===== src/rtl/mac_series_arbiter.sv =====
// Round-robin arbiter/sequencer sharing one iterative MAC series datapath among N requesters.
// Latches the winner's operand, launches the datapath, watchdogs the run and acks the winner.
module mac_series_arbiter #(
  parameter int unsigned N       = 4,
  parameter int unsigned W       = 8,
  parameter int unsigned RW      = 16,
  parameter int unsigned TIMEOUT = 63
) (
  input  logic            clk,
  input  logic            rst,
  input  logic [N-1:0]    req,
  input  logic [N*W-1:0]  x_in,
  output logic [N-1:0]    ack,
  output logic [RW-1:0]   result_out,
  output logic            err,
  output logic            busy,
  output logic            dp_start,
  output logic [W-1:0]    dp_x,
  input  logic            dp_done,
  input  logic [RW-1:0]   dp_result
);

  localparam int unsigned IW  = (N > 1) ? $clog2(N) : 1;
  localparam int unsigned SW  = IW + 1;
  localparam int unsigned WDW = $clog2(TIMEOUT + 1);

  typedef enum logic [1:0] {S_IDLE, S_LAUNCH, S_WAIT, S_RESP} state_t;

  state_t          r_state;
  state_t          w_next;
  logic [IW-1:0]   r_ptr;
  logic [IW-1:0]   r_gidx;
  logic [WDW-1:0]  r_wd;
  logic [N-1:0]    r_ack;
  logic [RW-1:0]   r_result;
  logic            r_err;
  logic            r_busy;
  logic            r_dp_start;
  logic [W-1:0]    r_dp_x;
  logic            w_found;
  logic [IW-1:0]   w_win;
  logic [W-1:0]    w_x;
  logic            w_timeout;

  // First set request bit scanning ptr, ptr+1, ... modulo N.
  always_comb begin : pick
    logic [SW-1:0] v_sum;
    w_found = 1'b0;
    w_win   = '0;
    v_sum   = '0;
    for (int j = 0; j < int'(N); j++) begin
      v_sum = {1'b0, r_ptr} + SW'(j);
      if (v_sum >= SW'(N)) v_sum = v_sum - SW'(N);
      if (!w_found && req[v_sum[IW-1:0]]) begin
        w_found = 1'b1;
        w_win   = v_sum[IW-1:0];
      end
    end
  end

  always_comb begin
    w_x = '0;
    for (int i = 0; i < int'(N); i++) begin
      if (w_win == IW'(i)) w_x = x_in[i*W +: W];
    end
  end

  assign w_timeout = (r_wd == WDW'(TIMEOUT));

  always_ff @(posedge clk or negedge rst) begin
    if (!rst) r_state <= S_IDLE;
    else      r_state <= w_next;
  end

  always_comb begin
    w_next = r_state;
    case (r_state)
      S_IDLE:   if (w_found) w_next = S_LAUNCH;
      S_LAUNCH: w_next = S_WAIT;
      S_WAIT:   if (dp_done || w_timeout) w_next = S_RESP;
      S_RESP:   w_next = S_IDLE;
      default:  w_next = S_IDLE;
    endcase
  end

  // Datapath registers; control outputs are registered from the next state.
  always_ff @(posedge clk or negedge rst) begin
    if (!rst) begin
      r_ptr      <= '0;
      r_gidx     <= '0;
      r_wd       <= '0;
      r_ack      <= '0;
      r_result   <= '0;
      r_err      <= 1'b0;
      r_busy     <= 1'b0;
      r_dp_start <= 1'b0;
      r_dp_x     <= '0;
    end else begin
      case (r_state)
        S_IDLE: begin
          if (w_found) begin
            r_gidx <= w_win;
            r_dp_x <= w_x;
          end
        end
        S_LAUNCH: begin
          r_wd  <= '0;
          r_err <= 1'b0;
        end
        S_WAIT: begin
          r_wd <= r_wd + WDW'(1);
          if (dp_done) begin
            r_result <= dp_result;
            r_err    <= 1'b0;
          end else if (w_timeout) begin
            r_result <= '0;
            r_err    <= 1'b1;
          end
        end
        S_RESP: r_ptr <= (r_gidx == IW'(N - 1)) ? '0 : r_gidx + IW'(1);
        default: ;
      endcase
      r_dp_start <= (w_next == S_LAUNCH);
      r_busy     <= (w_next != S_IDLE);
      r_ack      <= (w_next == S_RESP) ? (N'(1) << r_gidx) : '0;
    end
  end

  assign ack        = r_ack;
  assign result_out = r_result;
  assign err        = r_err;
  assign busy       = r_busy;
  assign dp_start   = r_dp_start;
  assign dp_x       = r_dp_x;

endmodule


===== config.mk =====
export PLATFORM = sky130hd
export DESIGN_NAME = mac_series_arbiter
export DESIGN_NICKNAME = d
export VERILOG_FILES = /design/src/rtl/mac_series_arbiter.sv
export SDC_FILE = /design/constraint.sdc
export NUM_CORES = 1
export LEC_CHECK = 0
export ABC_AREA = 1
export CAP_MARGIN = 15
export CORE_MARGIN = 4
export CORE_UTILIZATION = 35
export CTS_CLUSTER_DIAMETER = 120
export DETAILED_ROUTE_END_ITERATION = 16
export PLACE_DENSITY = 0.69
export SLEW_MARGIN = 20
export SYNTH_ARGS = -nofsm -noshare
export SYNTH_HDL_FRONTEND = slang
export SYNTH_SLANG_ARGS = --single-unit

===== constraint.sdc =====
create_clock -name clk -period 5.3 [get_ports clk]
set_input_delay 0.53 -clock clk [delete_from_list [all_inputs] [get_ports clk]]
set_output_delay 0.53 -clock clk [all_outputs]
set_load 0.02 [all_outputs]

==> metrics.yaml, run 1 <==
setup_viol: 0
setup_tns_ns: 0
critPathCaptureType: "flop"
drc: 0
syn_area_mm2: 0.00235
numPortBuffers: 85
clk_latency_ns: 0.29
crit_required_ns: 5.52
boundaryPins: 86
synth.area.top_cells: "dfrtp_1, nand2_1, a22o_1"
core_mm2: 0.00646
rsz0062_at_grt: "false"
skew_ns: 0.0101
dr.pass1.iters: 4
drive_above_1_share: 0.0889
cts_inserted_buffers: 5
antenna_cells: 0
gp_congestion: 0.881
ctsHoldBuffers: 0
synth_nets: 351
vias: 2173
path_class: "flop to flop"
final_cell_mix: "clkdlybuf4s50_1, nand2_1, dfrtp_1"
fp.dieW_um: 90.0
postCtsResizedCells: 0
cp_slowest_cell: "dfrtp_1"
crit_arrival_ns: 2.62
num_rows: 29
crit_buf_inv: 4
ys_types: 31
maxCapViolCount: 0
area_delta_synth_final_pct: 42.0
worst_slew_pin_slew_ns: 0.912
ys.flop_type: "dfrtp_1"
design.die.area_mm2: 0.00810
postRouteAntennaNets: 0
clockBufferDepth: 2
hold_viol_final: 0
viasPerCell: 4.85
async_reset_ff_frac: 1.00
grt_pass1_vias: 2265
hpwl_mm: 4.33
start_kind: "flop"
synth_area_leader_cell: "dfrtp_1"
post_cts_buffers: 0
fmax_ghz: 0.415
yosysWarnings: 0
die_y_um: 90.0
ys_ff_latch: 43
gr-total-overflow: 0
r2r-start: "r_state[0]"
relSlewSlack: 0.392
fin_util: 0.518
outcome: "completed"
hold_path_class: "primary input to asynchronous set/reset pin"
gr-usage-all-layers: 0.146
reg2reg_to: "ack[1]"
htree_levels: 2
drtIter0Drc: 47
fillCellCount: 622
clk_pin_slew_ns: 0.08
synth-edff-count: 0
multi_input_area_mm2: 0.00109
root_buffer: "clkbuf_8"
maxSlewViolCount: 0
cpMostUsedCell: "inv_1"
crit_fanout: 17
avgSynthCellArea_um2: 8.23
critPathMaxStageDelay_ns: 0.43
final_common_cell: "clkdlybuf4s50_1"
regArea_mm2: 0.00108
start_util: 0.365
total_power_uw: 2010
totalWireLength_mm: 5.65
placed_cells_incl_taps: 440
routedWlPerCell_um: 12.6
r2r_cells: 12
power_density_mw_per_mm2: 601
cts_tree: "done"
layout.cells.non_filler: 448
fin_crit_ns: 2.41
fin_crit_sh: 0.454
seq_area_frac_synth: 0.457
cts_sinks: 43
leakagePower_uw: 0.00163
critical-path-top-delay-family: "buffers and inverters"
synth_top_area_frac: 0.457
cp_cell_sequence: "inv_1 > ha_1 > inv_1 > nor3_1 > nand3_1 > nand2_1 > clkinv_1 > o211ai_1 > o31ai_2 > inv_2 > nand2_2 > nor2_1"
syn_inst: 286
ff2ff_setup_slack_ns: 2.89
ir_drop_v: 0.000281
grt_max_degree: 44
antenna_found_initial: 0
grt_pass1_wl_mm: 9.92
nets: 435
## metrics by stage
stage | instance area (µm²) | setup slack (ns) | hold slack (ns)
2_1_floorplan | 2350 | 3.51 | 0.234
3_3_place_gp | 3250 | 2.80 | 0.466
3_5_place_dp | 3250 | 2.72 | 0.469
4_1_cts | 3340 | 2.82 | 0.398
5_1_grt | 3340 | 2.51 | 0.434
6_report | 3340 | 2.89 | 0.361
## routing by layer
layer  GRT usage  vias to the layer above  share of wire
li1            -                     1105              -
met1       0.181                      998           0.43
met2       0.230                       63           0.47
met3      0.0568                        7          0.085
met4      0.0510                        0          0.011
met5           0                        -              0
## registers in the layout (all words and copies together), names as in the netlist
register / flops
r_wd: 6
dp_x: 8
r_gidx: 2
r_ptr: 2
result_out: 16
busy: 1
err: 1
dp_start: 1
ack: 4
r_state: 2
## layout make-up
cell class | count | share of cell area
Clock inverter | 2 | 0.00486
Clock buffer | 6 | 0.0247
Timing Repair Buffer | 85 | 0.253
Inverter | 36 | 0.0412
Multi-Input combinational cell | 199 | 0.326
Tap cell | 77 | 0.0288
Sequential cell | 43 | 0.322
## cells in the mapped netlist (2+ instances only)
| master | n |
|---|---|
| dfrtp_1 | 43 |
| nand2_1 | 83 |
| inv_2 | 8 |
| buf_6 | 2 |
| a22o_1 | 16 |
| nand2_4 | 2 |
| clkinv_1 | 2 |
| nor2_4 | 2 |
| a21oi_1 | 6 |
| inv_1 | 25 |
| nand4_1 | 8 |
| clkbuf_1 | 2 |
| nor2_1 | 10 |
| nand3_1 | 27 |
| ha_1 | 10 |
| nor3_1 | 6 |
| buf_2 | 2 |
| nand3_2 | 3 |
| nand2_2 | 6 |
| o21ai_0 | 9 |
| o21ai_1 | 4 |
## worst max path at each step
stage	startpoint	end	slack (ns)	cells after the start
floorplan	r_state[0]	result_out[0]	3.51	9
global route	r_state[0]	ack[1]	2.51	12
finish	r_state[0]	ack[1]	2.89	12
global placement	req[3]	dp_x[0]	2.80	14
CTS	r_state[0]	ack[1]	2.82	12
detailed placement	req[3]	dp_x[3]	2.72	14
## cell families (layout without fill, tap and decap cells)
logic type | count (synthesis) | after routing | share of synthesized area
compound gates | 39 | 39 | 0.114
buf+inv | 44 | 129 | 0.0802
fa+ha+maj | 10 | 10 | 0.0531
simple gates | 150 | 150 | 0.295
flops | 43 | 43 | 0.457
## power breakdown
part | leakage [µW] | total, µW | switching (µW) | internal, µW
sequential | 0.000548 | 562 | 98.9 | 463
combinational | 0.00103 | 1230 | 741 | 487
clock | 0.0000474 | 219 | 113 | 106
Note: power is estimated with default switching activity, not from simulation.
==> inputs of run 2 (changes only) <==
==> constraint.sdc (replaced) <==
create_clock -name clk -period 2.25 [get_ports clk]
set_input_delay 0.225 -clock clk [delete_from_list [all_inputs] [get_ports clk]]
set_output_delay 0.225 -clock clk [all_outputs]
set_load 0.02 [all_outputs]
==> run 2 against run 1 <==
Net effect:
- die area is the same
- core utilization grew 1.2 points
- highest routed layer unchanged
- largest power group unchanged
- critical endpoint is now dp_x[3]
- global-route usage grew 0.068 points
- wire length grew 3.4%
==> metrics.yaml, run 2 (synthesis results as in run 1) <==
cp_cell_sequence: "inv_2 > nand2_1 > nand2_2 > nand2_1 > o21ai_1 > nand3_2 > nand2_2 > nand2_4 > inv_4 > nand2_4 > o21ai_0 > inv_2 > nand2_1 > nand2_1"
hold_viol_final: 0  # unchanged
path_class: "flop to flop"
antenna_cells: 0  # unchanged
num_rows: 29  # unchanged
cp-startpoint: "r_ptr[0]"
critPathCaptureType: "flop"
area_delta_synth_final_pct: 45.2
final_common_cell: "clkdlybuf4s50_1"
crit_fanout: 15  # -2
p_int_uw: 2600  # +150%
fillCellCount: 625  # +0.48%
postRouteAntennaNets: 0  # unchanged
crit_required_ns: 2.45  # -3.07 ns
fmax_ghz: 0.492  # +19%
boundaryPins: 86  # unchanged
setup_tns_ns: 0  # unchanged
routedWlPerCell_um: 12.8  # +1.4%
drive_above_1_share: 0.111  # +0.0216
cts_inserted_buffers: 5  # unchanged
gr-total-overflow: 0  # unchanged
maxCapViolCount: 0  # unchanged
numPortBuffers: 85  # unchanged
seq_power_share: 0.269  # -0.011
cpMostUsedCell: "nand2_1"
crit_arrival_ns: 2.23  # -0.39 ns
ir_drop_v: 0.000636  # +130%
maxSlewViolCount: 0  # unchanged
grt_pass1_vias: 2266  # +0.044%
power_density_mw_per_mm2: 1430  # +140%
setup_ws_ns: 0.218  # -2.67 ns
gr-usage-all-layers: 0.146  # +0.000683
power_frac_clock: 0.105  # -0.004
final_cell_mix: "clkdlybuf4s50_1, nand2_1, dfrtp_1"
relSlewSlack: 0.663  # +0.271
antenna_found_initial: 0  # unchanged
switching_power_uw: 2300  # +140%
drc: 0  # unchanged
outcome: "completed"
clk_latency_ns: 0.30  # about the same
r2r-start: "r_ptr[0]"
start_kind: "flop"
start_util: 0.365  # unchanged
clk_pin_slew_ns: 0.09  # about the same
fin_crit_sh: 0.903  # +0.449
place_ws_ns: 0.0957  # -2.63 ns
design.die.area_mm2: 0.00810  # unchanged
grt_max_degree: 23  # -48%
root_buffer: "clkbuf_8"
crit_buf_inv: 3  # -1
gp_congestion: 0.860  # -2.4%
critPathMaxStageDelay_ns: 0.50  # +0.07 ns
worst_slew_pin_slew_ns: 0.505  # -0.407 ns
clockBufferDepth: 2  # unchanged
cts_tree: "done"
nets: 444  # +2.1%
cp_slowest_cell: "dfrtp_2"
htree_levels: 2  # unchanged
rsz0062_at_grt: "false"
fp.dieW_um: 90.0  # unchanged
dr.pass1.iters: 6  # +2
critical-path-top-delay-family: "simple AND/OR/NAND/NOR gates"
pwr-share-comb: 0.626  # +0.015
drtIter0Drc: 91  # +94%
grt_pass1_wl_mm: 10.0  # +0.91%
largest_reg_flops: 16  # unchanged
ff2ff_setup_slack_ns: 0.22  # -2.67 ns
setup_viol: 0  # unchanged
hold_path_class: "primary input to asynchronous set/reset pin"
fin_crit_ns: 2.03  # -0.377 ns
leakagePower_uw: 0.00167  # +2.8%
cts_sinks: 43  # unchanged
vias: 2214  # +1.9%
die_y_um: 90.0  # unchanged
core_mm2: 0.00646  # unchanged
hpwl_mm: 4.50  # +3.9%
viasPerCell: 4.84  # -0.12%
swShare: 0.469  # -0.00466
totalWireLength_mm: 5.84  # +3.4%
skew_ns: 0.0129  # +0.00284 ns
## run 2: changes by cell type in the layout (fill, tap and decap cells not counted)
| cell | previous run | this run |
|---|---|---|
| dfrtp_2 | 0 | 1 |
| nand3_2 | 3 | 2 |
| dlygate4sd3_1 | 0 | 1 |
| buf_4 | 0 | 8 |
| o21ai_0 | 9 | 8 |
| clkbuf_8 | 6 | 5 |
| dfrtp_1 | 43 | 42 |
| clkinvlp_4 | 1 | 0 |
| o21ai_1 | 4 | 5 |
| inv_6 | 0 | 2 |
| nand3_4 | 0 | 1 |
## run 2: final cells by class
type	instances	area [µm²]	area share
clock buffer	5	68.8	0.0201
clock inverter	3	26.3	0.00768
inverter	36	138	0.0402
multi-input combinational	199	1100	0.321
sequential	43	1080	0.315
tap	77	96.3	0.0282
timing repair buffer	94	916	0.268
## run 2: per-stage QoR
step	std cells	total power, µW	hold slack (ns)	util	instance area, µm²
2_1_floorplan	286	3350	-0.0706	-	2350
3_3_place_gp	444	4230	0.217	0.507	3280
3_5_place_dp	444	4290	0.227	0.507	3280
4_1_cts	453	4830	0.424	0.523	3380
5_1_grt	457	5350	0.440	0.529	3420
6_report	457	4900	0.408	0.529	3420
## run 2: power groups by stage
stage	Sequential (µW)	Clock [µW]	Combinational (µW)
after global placement	1320	0	2910
after global routing	1370	571	3420
after CTS	1320	534	2980
after floorplan	1570	0	1790
after detailed placement	1320	0	2970
final	1320	514	3060
## run 2: final timing paths
| kind | to | cells after the start |
|---|---|---|
| setup / recovery | dp_x[3] | 14 |
| hold / removal | result_out[0] | 2 |
| setup reg to reg | dp_x[3] | 14 |
| hold reg to reg | dp_x[1] | 2 |
| max in group asynchronous | r_state[0] | 3 |
| min in group clk | dp_x[1] | 2 |
## run 2: metal layers
layer	wire length, µm	global-route usage	up-vias
li1	-	-	1124
met1	2610	0.187	1002
met2	2650	0.237	81
met3	515	0.0576	7
met4	67	0.0268	0
met5	0	0	-
## run 2: worst register-to-register path, cell delays in order (launching register included)
cell	delay, ns
dfrtp_2	0.50
inv_2	0.17
nand2_1	0.09
nand2_2	0.10
nand2_1	0.10
o21ai_1	0.15
nand3_2	0.11
nand2_2	0.08
nand2_4	0.09
inv_4	0.08
nand2_4	0.10
o21ai_0	0.23
inv_2	0.04
nand2_1	0.06
nand2_1	0.04
## run 2: repair_timing
action                                  in CTS  in global routing
endpoints found under the setup margin       0                 12
resized for setup                            0                  3
hold buffers                                 1                  0
buffers inserted                             0                  4
endpoints found under the hold margin       21                  0
